## src/rtl/rr_arbiter8_ctrl.sv

```systemverilog
// -----------------------------------------------------------------------------
// rr_arbiter8_ctrl
//
// Eight-way round-robin arbiter with a hold-time limit on each grant.
//
// A three-state controller (IDLE -> GRANT -> RELEASE -> IDLE) hands the
// shared resource to one requester at a time. The search for the next grantee
// starts at the priority pointer. On every exit from GRANT the pointer moves
// to one past the last grantee, so a requester that keeps requesting after its
// grant ends is searched last in the next arbitration.
//
// A grant ends on the first rising edge where any of these is true:
//   en low, done high, the grantee drops its request, or the grant has been
//   held for HOLD_MAX cycles.
// Only the last cause (the hold limit) raises the one-cycle timeout pulse,
// which appears during the RELEASE cycle.
//
// Parameters
//   HOLD_MAX  maximum number of cycles one grant may be held (1..255)
//   CNT_W     width of the hold counter; must be able to hold HOLD_MAX
//
// Ports
//   clk        in   1  sole clock; all state changes on its rising edge
//   rst_n      in   1  asynchronous active-low reset
//   en         in   1  arbiter enable; low blocks new grants and ends the
//                      current one
//   req        in   8  request vector; bit i belongs to requester i
//   done       in   1  grantee finished; only looked at in GRANT
//   gnt        out  8  one-hot grant, registered (zero outside GRANT)
//   gnt_idx    out  3  binary index of the current or last grantee, registered
//   gnt_valid  out  1  high exactly when gnt is non-zero, registered
//   timeout    out  1  one-cycle pulse when a grant hits the hold limit
// -----------------------------------------------------------------------------
module rr_arbiter8_ctrl #(
  parameter int unsigned HOLD_MAX = 15,
  parameter int unsigned CNT_W    = 8
) (
  input  logic       clk,
  input  logic       rst_n,
  input  logic       en,
  input  logic [7:0] req,
  input  logic       done,
  output logic [7:0] gnt,
  output logic [2:0] gnt_idx,
  output logic       gnt_valid,
  output logic       timeout
);

  typedef enum logic [1:0] {
    S_IDLE    = 2'd0,
    S_GRANT   = 2'd1,
    S_RELEASE = 2'd2
  } state_t;

  localparam logic [CNT_W-1:0] HOLD_LIMIT = CNT_W'(HOLD_MAX);
  localparam logic [CNT_W-1:0] CNT_ONE    = CNT_W'(1);

  // ---------------------------------------------------------------------------
  // State
  // ---------------------------------------------------------------------------
  state_t           r_state;
  logic [2:0]       r_ptr;        // first index searched at the next arbitration
  logic [CNT_W-1:0] r_hold_cnt;   // cycles the current grant has been held
  logic [7:0]       r_gnt;
  logic [2:0]       r_gnt_idx;
  logic             r_gnt_valid;
  logic             r_timeout;

  // ---------------------------------------------------------------------------
  // Round-robin selection
  //
  // The request vector is rotated right by the pointer so that the bit to be
  // searched first lands at position 0. A priority search from bit 0 upward
  // then gives the offset of the winner from the pointer, and adding the
  // pointer back (modulo 8 through 3-bit wrap) gives its absolute index.
  // ---------------------------------------------------------------------------
  logic [7:0] w_req_rot;
  logic [2:0] w_sel_off;
  logic [2:0] w_sel_idx;
  logic       w_any_req;

  always_comb begin
    // NOTE: every variable written here gets a value before any condition, so
    // no path leaves it unassigned and no latch can be inferred.
    w_req_rot = (req >> r_ptr) | (req << (4'd8 - {1'b0, r_ptr}));
    w_sel_off = 3'd0;
    // Walking downward means the lowest set bit is written last and wins.
    for (int k = 7; k >= 0; k--) begin
      if (w_req_rot[k]) begin
        w_sel_off = 3'(k);
      end
    end
    w_sel_idx = r_ptr + w_sel_off;
    w_any_req = |req;
  end

  // ---------------------------------------------------------------------------
  // Grant exit conditions, listed in decreasing priority. Only the first true
  // condition is the cause of the exit; the cause matters only for deciding
  // whether the hold limit should be reported.
  // ---------------------------------------------------------------------------
  logic w_exit_en;
  logic w_exit_done;
  logic w_exit_drop;
  logic w_exit_hold;
  logic w_exit;
  logic w_cause_hold;

  always_comb begin
    w_exit_en    = ~en;
    w_exit_done  = done;
    w_exit_drop  = ~req[r_gnt_idx];
    w_exit_hold  = (r_hold_cnt == HOLD_LIMIT);
    w_exit       = w_exit_en | w_exit_done | w_exit_drop | w_exit_hold;
    w_cause_hold = w_exit_hold & ~w_exit_en & ~w_exit_done & ~w_exit_drop;
  end

  // ---------------------------------------------------------------------------
  // Controller with registered outputs
  //
  // Reset is asynchronous, so asserting rst_n during GRANT clears gnt at once
  // without passing through RELEASE and without a timeout pulse.
  // ---------------------------------------------------------------------------
  always_ff @(posedge clk or negedge rst_n) begin
    // NOTE: sequential state uses non-blocking assignments so every register
    // sees the values from before the edge, whatever the statement order.
    if (!rst_n) begin
      r_state     <= S_IDLE;
      r_ptr       <= 3'd0;
      r_hold_cnt  <= '0;
      r_gnt       <= 8'h00;
      r_gnt_idx   <= 3'd0;
      r_gnt_valid <= 1'b0;
      r_timeout   <= 1'b0;
    end else begin
      // timeout is a pulse: it is high only in the cycle after the edge that
      // raised it.
      r_timeout <= 1'b0;

      case (r_state)
        S_IDLE: begin
          if (en && w_any_req) begin
            r_state     <= S_GRANT;
            r_gnt_idx   <= w_sel_idx;
            r_gnt       <= 8'h01 << w_sel_idx;
            r_gnt_valid <= 1'b1;
            // The first grant cycle counts as cycle 1 of the hold time.
            r_hold_cnt  <= CNT_ONE;
          end else begin
            r_gnt       <= 8'h00;
            r_gnt_valid <= 1'b0;
          end
        end

        S_GRANT: begin
          if (w_exit) begin
            r_state     <= S_RELEASE;
            r_gnt       <= 8'h00;
            r_gnt_valid <= 1'b0;
            r_ptr       <= r_gnt_idx + 3'd1;
            r_timeout   <= w_cause_hold;
          end else if (r_hold_cnt != HOLD_LIMIT) begin
            // Saturating count; the grant normally leaves before the limit
            // would be passed.
            r_hold_cnt <= r_hold_cnt + CNT_ONE;
          end
        end

        S_RELEASE: begin
          // One mandatory gap cycle with no grant before arbitrating again.
          r_state     <= S_IDLE;
          r_gnt       <= 8'h00;
          r_gnt_valid <= 1'b0;
        end

        default: begin
          r_state     <= S_IDLE;
          r_gnt       <= 8'h00;
          r_gnt_valid <= 1'b0;
        end
      endcase
    end
  end

  assign gnt       = r_gnt;
  assign gnt_idx   = r_gnt_idx;
  assign gnt_valid = r_gnt_valid;
  assign timeout   = r_timeout;

endmodule

```

## config.mk

```make
export PLATFORM = sky130hd
export DESIGN_NAME = rr_arbiter8_ctrl
export DESIGN_NICKNAME = d
export VERILOG_FILES = /design/src/rtl/rr_arbiter8_ctrl.sv
export SDC_FILE = /design/constraint.sdc
export NUM_CORES = 1
export LEC_CHECK = 0
export ABC_AREA = 1
export CAP_MARGIN = 20
export CORE_ASPECT_RATIO = 1.25
export CORE_UTILIZATION = 43
export DETAILED_ROUTE_END_ITERATION = 8
export PLACE_DENSITY = 0.62
export SLEW_MARGIN = 20
export SYNTH_ARGS = -nofsm -noshare
export SYNTH_HDL_FRONTEND = slang
export SYNTH_SLANG_ARGS = --single-unit
```

## constraint.sdc

```tcl
create_clock -name clk -period 8.8 [get_ports clk]
set_input_delay 1.76 -clock clk [delete_from_list [all_inputs] [get_ports clk]]
set_output_delay 1.76 -clock clk [all_outputs]
set_load 0.05 [all_outputs]
```

==> metrics.md, run 1 <==
| Metric | Value |
|---|---|
| Outcome | `completed` |
| Wirelength per Cell | `around 12 um` |
| Cells after synthesis | `300` |
| ANT cells | `0` |
| Postcts setup bufs | `0` |
| Setup TNS | `0 ps` |
| CTS Buffer Depth | `2` |
| Chip width | `about 63 um` |
| Clock root cell | `clkbuf_8` |
| Type of origin of the critical path | `input port` |
| Die height | `78.53 um` |
| Worst clock skew | `around 6.4 ps` |
| Number of remaining DRC errors | `0` |
| Vias | `1913` |
| Fin nets | `roughly 340` |
| Crit path DAT | `roughly 4500 ps` |
| RSZ-0062 raised after global routing | `no` |
| CTS clock-pin slew for the worst setup and hold paths | `approximately 90 ps` |
| CTS tree | `built` |
| Worst setup EP type | `flip-flop` |
| Initial antenna violation count | `0` |
| First-pass GRT wire length | `8397 um` |
| Clk Latency, worst-skew pair | `270 ps` |
| Rows | `27` |
| Die Area | `around 5000 um2` |
| Register area share after synthesis | `~32%` |
| Hold Buf Count CTS | `0` |
| Detail Route met2 WL | `around 2400 um` |
| Layout cells sized above 1 | `between 10% and 20%` |
| DP Area | `about 2300 um2` |
| Post-layout util | `53.17%` |
| Initial core utilization | `between 40% and 50%` |
| Slew HR | `between 60% and 70%` |
| Clock period minus worst slack | `4322 ps` |
| Std-Cell Core Area | `around 4500 um2` |
| PD cells | `~420 nW/um2` |
| Final worst setup slack | `~4500 ps` |
| Routed wire length | `about 4700 um` |
| Synth Cell Area | `2014 um2` |
| Max-cap violations | `0` |
| Final setup fails | `0` |
| Total track usage | `between 20% and 30%` |
| Placement Setup Slack | `between 4000 and 5000 ps` |
| Gpl congestion | `between 0.8 and 0.9` |
| Initial DRC Count | `between 100 and 150` |
| Commonest non-fill, non-tap cells in the layout | `nand2_1, nand3_1, dfrtp_1, nor2_1, clkdlybuf4s50_1` |
| Yosys reg bits | `26` |
| Worst hold path type | `flip-flop to flip-flop` |
| Peak VDD IR | `177.2 uV` |
| WL met1 | `2083 um` |
| Final Hold Fails | `0` |
| Highest routed metal layer | `met4` |
| Post-DRT Antenna Nets | `0` |
| Crit path required time | `8970 ps` |
| I/O pins | `25` |
| P_leak | `0.001211 uW` |
| Post-route cell area | `2371 um2` |
| CTS resizes | `0` |
| Part of the cycle the worst path needs | `49.11%` |
| Yosys warns | `0` |
| Yosys cell types | `33` |
| Commonest non-fill, non-tap cell in the layout | `nand2_1` |
| Clock Sinks | `26` |
| Slew @ Worst Pin | `518.8 ps` |
| Net Count, Synth | `317` |
| Fmax | `about 230 MHz` |
| Area Overhead vs Synth | `17.70%` |
| Critical path class | `input port to flip-flop` |
| CP max FO | `6` |
| Tot Pwr | `around 1000 uW` |
| Remaining global-route overflow | `0` |
| Total CTS buffers | `3` |
| Post-detail-place hpwl | `~3700 um` |
| DR pass1 iterations | `4` |
| Vias in the first global route | `around 1900` |
| Via-to-Cell Ratio | `~5.0` |
| Avg Synthesized Cell Area | `roughly 6.7 um2` |
| Pins Over Slew Limit | `0` |
| CTS H-tree depth | `1` |
| Number of I/O port buffers | `24` |
| Largest net degree at the start of global routing | `27` |
| Metal3 WL | `~56 um` |
==> final timing paths <==
check	start	slack (ps)	cells after the start	end
hold / removal	gnt[6]	490	2	gnt[6]
setup reg to reg	r_ptr[0]	5240	21	gnt[3]
setup / recovery	req[0]	4480	21	gnt[3]
max in group asynchronous	rst_n	6690	2	r_ptr[2]
hold reg to reg	gnt[6]	490	2	gnt[6]
min in group asynchronous	rst_n	1850	2	r_hold_cnt[7]
==> worst max-delay path: stages <==
cell             delay (ps)
clkdlybuf4s50_1         550
nand2_1                 100
nand2_1                 120
nand3_1                  80
nand2_1                  80
nand2_1                  50
nand2_1                 120
inv_1                    50
nand2_1                  60
nand2_1                  50
nand2_1                  50
nand2_1                  40
a21oi_1                 130
ha_1                    150
inv_1                    40
fa_1                    360
xor2_1                  280
nand3b_4                240
nand2_4                  60
nand2_1                  60
nand2_1                  50
==> kinds of logic (layout without fill, tap and decap cells) <==
logic type | after synthesis | after routing | synth area share (%)
buf+inv | 32 | 57 | 7.080
compound gates | 19 | 19 | 5.218
fa+ha+maj | 5 | 5 | 3.478
flops | 26 | 26 | 32.30
xor+xnor | 7 | 7 | 3.044
simple gates | 211 | 211 | 48.88
==> where the power goes <==
group          switching (uW)  total (uW)  internal, uW  leakage (uW)
clock                    37.3        98.1          60.8     0.0000357
sequential               47.5         203           156      0.000345
combinational             467         700           233      0.000830
==> area by class of cell <==
type                            count  area [um2]
Inverter                           28       107.6
Clock inverter                      1       30.03
Fill cell                         452        2088
Timing Repair Buffer               25       247.7
Multi-Input combinational cell    242        1221
Clock buffer                        3       41.29
Sequential cell                    26       650.6
Tap cell                           58       72.57
==> cell usage after synthesis (all sizes together) <==
cell type / number / area [um2]
dfrtp: 26 / 650.6
nor2: 31 / 146.4
xor2: 5 / 43.79
nand3: 46 / 235.2
xnor2: 2 / 17.52
ha: 4 / 50.05
or2: 1 / 6.260
o22ai: 1 / 6.260
nor3: 4 / 20.02
o21ai: 11 / 55.05
clkinv: 1 / 3.750
fa: 1 / 20.02
inv: 27 / 103.9
nand3b: 1 / 20.02
nor4: 2 / 12.51
nand2: 123 / 519.3
a21oi: 5 / 28.78
buf: 4 / 35.03
o21bai: 1 / 7.510
o21a: 1 / 7.510
nand4: 3 / 25.02
==> metal layers <==
layer  GRT usage [%]  up-vias
met1           25.52      872
met2           38.39       19
li1                -     1014
met5               0        -
met3           1.308        8
met4           6.818        0
==> stage by stage <==
stage	std cells	hold WS [ps]
3_3_place_gp	379	464.7
4_1_cts	383	492.7
6_report	383	486.5
5_1_grt	383	507.0
3_5_place_dp	379	464.3
2_1_floorplan	300	514.9
==> flip-flops by register name (all words and copies together) (netlist names) <==
register,count
gnt,8
gnt_idx,3
gnt_valid,1
r_hold_cnt,8
r_ptr,3
r_state,2
timeout,1
Power figures use the tool's default switching activity.
==> run 2, diff against run 1 <==
Settings changed: PLACE_DENSITY 0.62 to 0.65.
Clock period 8.8 ns to 3.9 ns, I/O delays scaled along.
==> run 2 against run 1 <==
  * Largest cell class unchanged
  * Combinational power grew 130%
  * Clock power grew 73%
  * Die area is the same
  * Count of clock-buffer cells in the layout up 1
  * Non-clock buffer count is 3 higher
  * Clock skew decreased by 3.9 ps
  * Hold slack improved by 1.1 ps
  * Sequential share of layout area decreased by 0.072 points
  * Critical path type unchanged
==> metrics.md, run 2 (synthesized netlist as in run 1, its figures left out) <==
| Metric | Value |
|---|---|
| Sw Ratio | `between 50% and 60%` |
| Sw power | `approximately 1300 uW` |
| PD cells | `around 940 nW/um2` |
| CTS resizes | `0` |
| Total track usage | `a little over a fifth` |
| CTS clock-pin slew for the worst setup and hold paths | `90 ps` |
| Tot Pwr | `~2200 uW` |
| Placed cell count | `382` |
| Die height | `~80 um` |
| R2r setup slk | `590 ps` |
| I/O pins | `25` |
| Final Hold Fails | `0` |
| Clk Latency, worst-skew pair | `~260 ps` |
| Pins Over Slew Limit | `0` |
| Post-layout util | `a little over half` |
| Area Overhead vs Synth | `18.01%` |
| Number of remaining DRC errors | `0` |
| Via-to-Cell Ratio | `a little over 5` |
| Initial DRC Count | `about 120` |
| Sequential cell fraction of total power | `between 10% and 20%` |
| Fmax | `298.2 MHz` |
| CTS H-tree depth | `1` |
| Largest net degree at the start of global routing | `27` |
| Comb pwr share | `72.6%` |
| Slew HR | `about 66%` |
| Worst R2R End | `gnt[1]` |
| Crit path required time | `approximately 4000 ps` |
| Gpl congestion | `0.9229` |
| Std-Cell Core Area | `4459 um2` |
| Max-cap violations | `0` |
| Commonest non-fill, non-tap cells in the layout | `nand2_1, nand3_1, dfrtp_1, nor2_1, clkdlybuf4s50_1` |
| Outcome | `completed` |
| Non-Filler Instances | `slightly below 400` |
| Postcts setup bufs | `0` |
| Worst hold path type | `flip-flop to flip-flop` |
| Critical Path Source | `req[1]` |
| Clock root cell | `clkbuf_8` |
| Setup TNS | `0 ps` |
| Pint | `a little under 1000 uW` |
| ANT cells | `0` |
| Critical path class | `input port to flip-flop` |
| Clock period minus worst slack | `3353 ps` |
| Crit path DAT | `3510 ps` |
| Initial antenna violation count | `0` |
| CTS tree | `built` |
| Remaining global-route overflow | `0` |
| Slew @ Worst Pin | `roughly 520 ps` |
| Rows | `27` |
| Worst setup EP type | `flip-flop` |
| P_leak | `~0.0012 uW` |
| Worst R2R Path Depth | `21` |
| Wirelength per Cell | `roughly 12 um` |
| Post-detail-place hpwl | `around 3800 um` |
| CP max FO | `6` |
| Post-DRT Antenna Nets | `0` |
| Worst clock skew | `~2.5 ps` |
| RSZ-0062 raised after global routing | `no` |
| Reg2reg start | `r_ptr[1]` |
| Chip width | `around 63 um` |
| First-pass GRT wire length | `8445 um` |
| Layout cells sized above 1 | `between 10% and 20%` |
| Die Area | `4964 um2` |
| DR pass1 iterations | `4` |
| Number of I/O port buffers | `24` |
| Fin nets | `346` |
| Peak VDD IR | `between 400 and 500 uV` |
| Vias in the first global route | `1875` |
| Clock Sinks | `26` |
| Routed wire length | `between 4000 and 5000 um` |
| Worst setup path endpoint | `gnt[1]` |
| Type of origin of the critical path | `input port` |
| Total CTS buffers | `3` |
| Clock share of power | `around 7.6%` |
| Hold Buf Count CTS | `0` |
| Initial core utilization | `a little under half` |
| Commonest non-fill, non-tap cell in the layout | `nand2_1` |
| Final setup fails | `0` |
| CTS Buffer Depth | `2` |
| Vias | `between 1500 and 2000` |
| Part of the cycle the worst path needs | `between 80% and 90%` |
==> run 2: cell types whose count changed in the layout (fill, tap and decap cells not counted), sizes merged <==
cell / previous run / this run
bufinv: 1 / 0
clkbuf: 3 / 4
buf: 1 / 4
==> run 2: how the worst min path moves through the flow <==
stage | from | to | slack (ps) | depth (start not counted)
floorplan | rst_n | gnt[0] | 480 | 0
global placement | gnt_valid | gnt_valid | 460 | 2
detailed placement | gnt_valid | gnt_valid | 460 | 2
CTS | gnt_valid | gnt_valid | 490 | 2
global route | gnt[1] | gnt[1] | 530 | 2
finish | gnt[6] | gnt[6] | 490 | 2
==> run 2: stage by stage <==
| step | setup slack [ps] | cell area [um2] | hold WS [ps] |
|---|---|---|---|
| 4_1_cts | 547.1 | 2377 | 488.8 |
| 5_1_grt | 209.9 | 2377 | 529.9 |
| 2_1_floorplan | 864.3 | 2014 | 484.4 |
| 3_3_place_gp | 289.4 | 2322 | 463.4 |
| 3_5_place_dp | 267.9 | 2322 | 463.1 |
| 6_report | 546.6 | 2377 | 487.6 |
==> run 2: final cells by class <==
type | instances | area [um2]
repair buffers | 28 | 270.3
well taps | 58 | 72.57
clock buffers | 4 | 55.05
flip-flops and latches | 26 | 650.6
inverters | 28 | 107.6
fillers | 464 | 2082
multi-input cells | 242 | 1221
==> run 2: worst max-delay path: stages <==
cell	delay (ps)
clkdlybuf4s50_1	550
nand2_1	120
nand2_1	90
nand3_1	80
nand2_1	80
nand2_1	50
nand2_1	120
inv_1	50
nand2_1	60
nand2_1	40
nand2_1	50
nand2_1	40
a21oi_1	140
ha_1	160
inv_1	40
fa_1	370
xor2_1	270
nand3b_4	240
nand2_4	70
nand2_1	70
nand2_1	50
==> run 2: power by group through the flow <==
stage	clock network (uW)	logic [uW]	registers (uW)
after global routing	187	1850	460
after detailed placement	0	1630	451
after floorplan	0	1140	570
after CTS	175	1640	447
final	170	1630	445
after global placement	0	1640	450
==> run 2: metal layers <==
layer  track usage (%)  up-vias  part of all wire (%)
met2             37.96       36                    50
li1                  -     1022                     -
met4             9.773        0                   3.2
met3             1.744       14                   2.4
met5                 0        -                     0
met1             25.55      874                    44
==> run 3, diff against run 2 <==
Settings changed: CORE_MARGIN set to 1, CORE_UTILIZATION 43 to 50, PLACE_DENSITY 0.65 to 0.74.
==> run 3 against run 2 <==
  * Utilization is 9.1 points higher
  * Global-route usage increased by 4.0 points
  * Hold slack about the same
  * Via count down 0.21%
  * Maximum frequency hardly changed
  * Routed wire length is 0.63% higher
  * Die area down 14%
  * Flip-flop and latch count unchanged
==> metrics.md, run 3 (synthesized netlist as in run 1, its figures left out) <==
| Metric | Value |
|---|---|
| Most common cell on crit path | `nand2_1` |
| R2r setup slk | `approximately 540 ps` |
| Std-Cell Core Area | `approximately 3800 um2` |
| Commonest non-fill, non-tap cells in the layout | `nand2_1, nand3_1, dfrtp_1, nor2_1, clkdlybuf4s50_1` |
| Worst setup EP type | `flip-flop` |
| CTS H-tree depth | `1` |
| Slew @ Worst Pin | `approximately 500 ps` |
| Area Overhead vs Synth | `18.20%` |
| Sw power | `1257 uW` |
| Remaining global-route overflow | `0` |
| Pins Over Slew Limit | `0` |
| Die height | `72.97 um` |
| Post-DRT Antenna Nets | `0` |
| Type of origin of the critical path | `flip-flop` |
| Initial DRC Count | `roughly 110` |
| Final setup fails | `0` |
| Setup TNS | `0 ps` |
| Comb pwr share | `a little under three quarters` |
| Clock share of power | `9.7%` |
| Wirelength per Cell | `12.64 um` |
| Rows | `25` |
| Crit path required time | `4060 ps` |
| Total track usage | `around 25%` |
| Sw Ratio | `a little under three fifths` |
| Largest net degree at the start of global routing | `27` |
| CTS clock-pin slew for the worst setup and hold paths | `~90 ps` |
| Vias in the first global route | `roughly 1900` |
| Total CTS buffers | `3` |
| Post-detail-place hpwl | `3721 um` |
| PD cells | `about 960 nW/um2` |
| Fmax | `slightly below 300 MHz` |
| Initial antenna violation count | `0` |
| CTS resizes | `0` |
| Hold Buf Count CTS | `0` |
| RSZ-0062 raised after global routing | `no` |
| Sequential cell fraction of total power | `19.4%` |
| Clock Sinks | `26` |
| Critical path class | `flip-flop to flip-flop` |
| First-pass GRT wire length | `between 8000 and 9000 um` |
| Vias | `around 1900` |
| Clk Latency, worst-skew pair | `270 ps` |
| Number of remaining DRC errors | `0` |
| Gpl congestion | `around 0.87` |
| Initial core utilization | `52.79%` |
| Fin nets | `345` |
| Tot Pwr | `2285 uW` |
| DR pass1 iterations | `4` |
| Number of I/O port buffers | `24` |
| Clock period minus worst slack | `about 3400 ps` |
| Final Hold Fails | `0` |
| CTS tree | `built` |
| Via-to-Cell Ratio | `5.097` |
| I/O pins | `25` |
| Crit path DAT | `around 3500 ps` |
| Chip width | `between 50 and 60 um` |
| Worst hold path type | `flip-flop to flip-flop` |
| Clock root cell | `clkbuf_8` |
| Layout cells sized above 1 | `between 10% and 20%` |
| Crit-path cells | `inv_2, ha_1, inv_2, nand3_1, nand3_1, nand2_1, a21oi_1, nand2_1, nand2_1, nand2_1, nand2_1, nand2_1, a21oi_1, ha_1, inv_1, fa_1, xor2_1, nand3b_4, nand2_4, nand2_1, nand2_1` |
| ANT cells | `0` |
| Slew HR | `between 60% and 70%` |
| CP bufs+invs | `3` |
| Worst clock skew | `between 2 and 3 ps` |
| Max-cap violations | `0` |
| Die Area | `between 4000 and 5000 um2` |
| Part of the cycle the worst path needs | `a little under nine tenths` |
| Commonest non-fill, non-tap cell in the layout | `nand2_1` |
| Max stage delay on crit path | `approximately 440 ps` |
| Pint | `1028 uW` |
| Postcts setup bufs | `0` |
| P_leak | `about 0.0012 uW` |
| Top Family by Delay on Critical Path | `simple AND/OR/NAND/NOR gates` |
| FILL cells | `about 380` |
| Routed wire length | `a little under 5000 um` |
| CP max FO | `10` |
| CTS Buffer Depth | `2` |
| Outcome | `completed` |
| Critical-path top delay cell | `dfrtp_1` |
| Peak VDD IR | `a little under 600 uV` |
run 3: path summary, 6_finish.rpt:
check | endpoint | cells past startpoint | from
worst min register to register | gnt[7] | 2 | gnt[7]
max in group asynchronous | r_hold_cnt[7] | 2 | rst_n
worst max register to register | gnt[0] | 21 | r_ptr[1]
min in group asynchronous | gnt[5] | 2 | rst_n
worst min-delay path | gnt[7] | 2 | gnt[7]
worst max-delay path | gnt[0] | 21 | r_ptr[1]
run 3: area by class of cell:
cell class	instances	area, um2	area share (%)
Clock buffer	3	41.29	1.734
Clock inverter	1	30.03	1.261
Inverter	28	107.6	4.519
Multi-Input combinational cell	242	1221	51.29
Sequential cell	26	650.6	27.33
Tap cell	54	67.56	2.838
Timing Repair Buffer	27	262.8	11.04
run 3: layer usage:
metal / track usage [%] / vias up / wire length, um
met4: 9.788 / 0 / 125
met1: 29.84 / 889 / 2077
li1: - / 1014 / -
met3: 1.241 / 12 / 66
met2: 46.84 / 27 / 2546
met5: 0 / - / 0
run 3: per-stage QoR:
| step | util, % | hold WS, ps | worst slack, ps | instances | instance area [um2] |
|---|---|---|---|---|---|
| 6_report | 62.39 | 487.3 | 543.3 | 381 | 2381 |
| 5_1_grt | 62.39 | 511.2 | 207.3 | 381 | 2381 |
| 4_1_cts | 62.39 | 488.8 | 532.6 | 381 | 2381 |
| 3_5_place_dp | 60.52 | 464.3 | 231.5 | 377 | 2310 |
| 3_3_place_gp | 60.52 | 459.4 | 289.2 | 377 | 2310 |
| 2_1_floorplan | - | 484.4 | 864.3 | 300 | 2014 |
run 3: tightest hold or removal path, cell delays in order, from the launching register on:
cell and delay, ps:
dfrtp_1 350, nand2_1 50, nand2_1 60
run 3: power groups by stage:
stage | clock [uW] | sequential, uW | combinational (uW)
CTS | 226 | 446 | 1620
finish | 221 | 444 | 1620
detailed placement | 0 | 450 | 1610
floorplan | 0 | 570 | 1140
global route | 235 | 458 | 1810
global placement | 0 | 448 | 1600
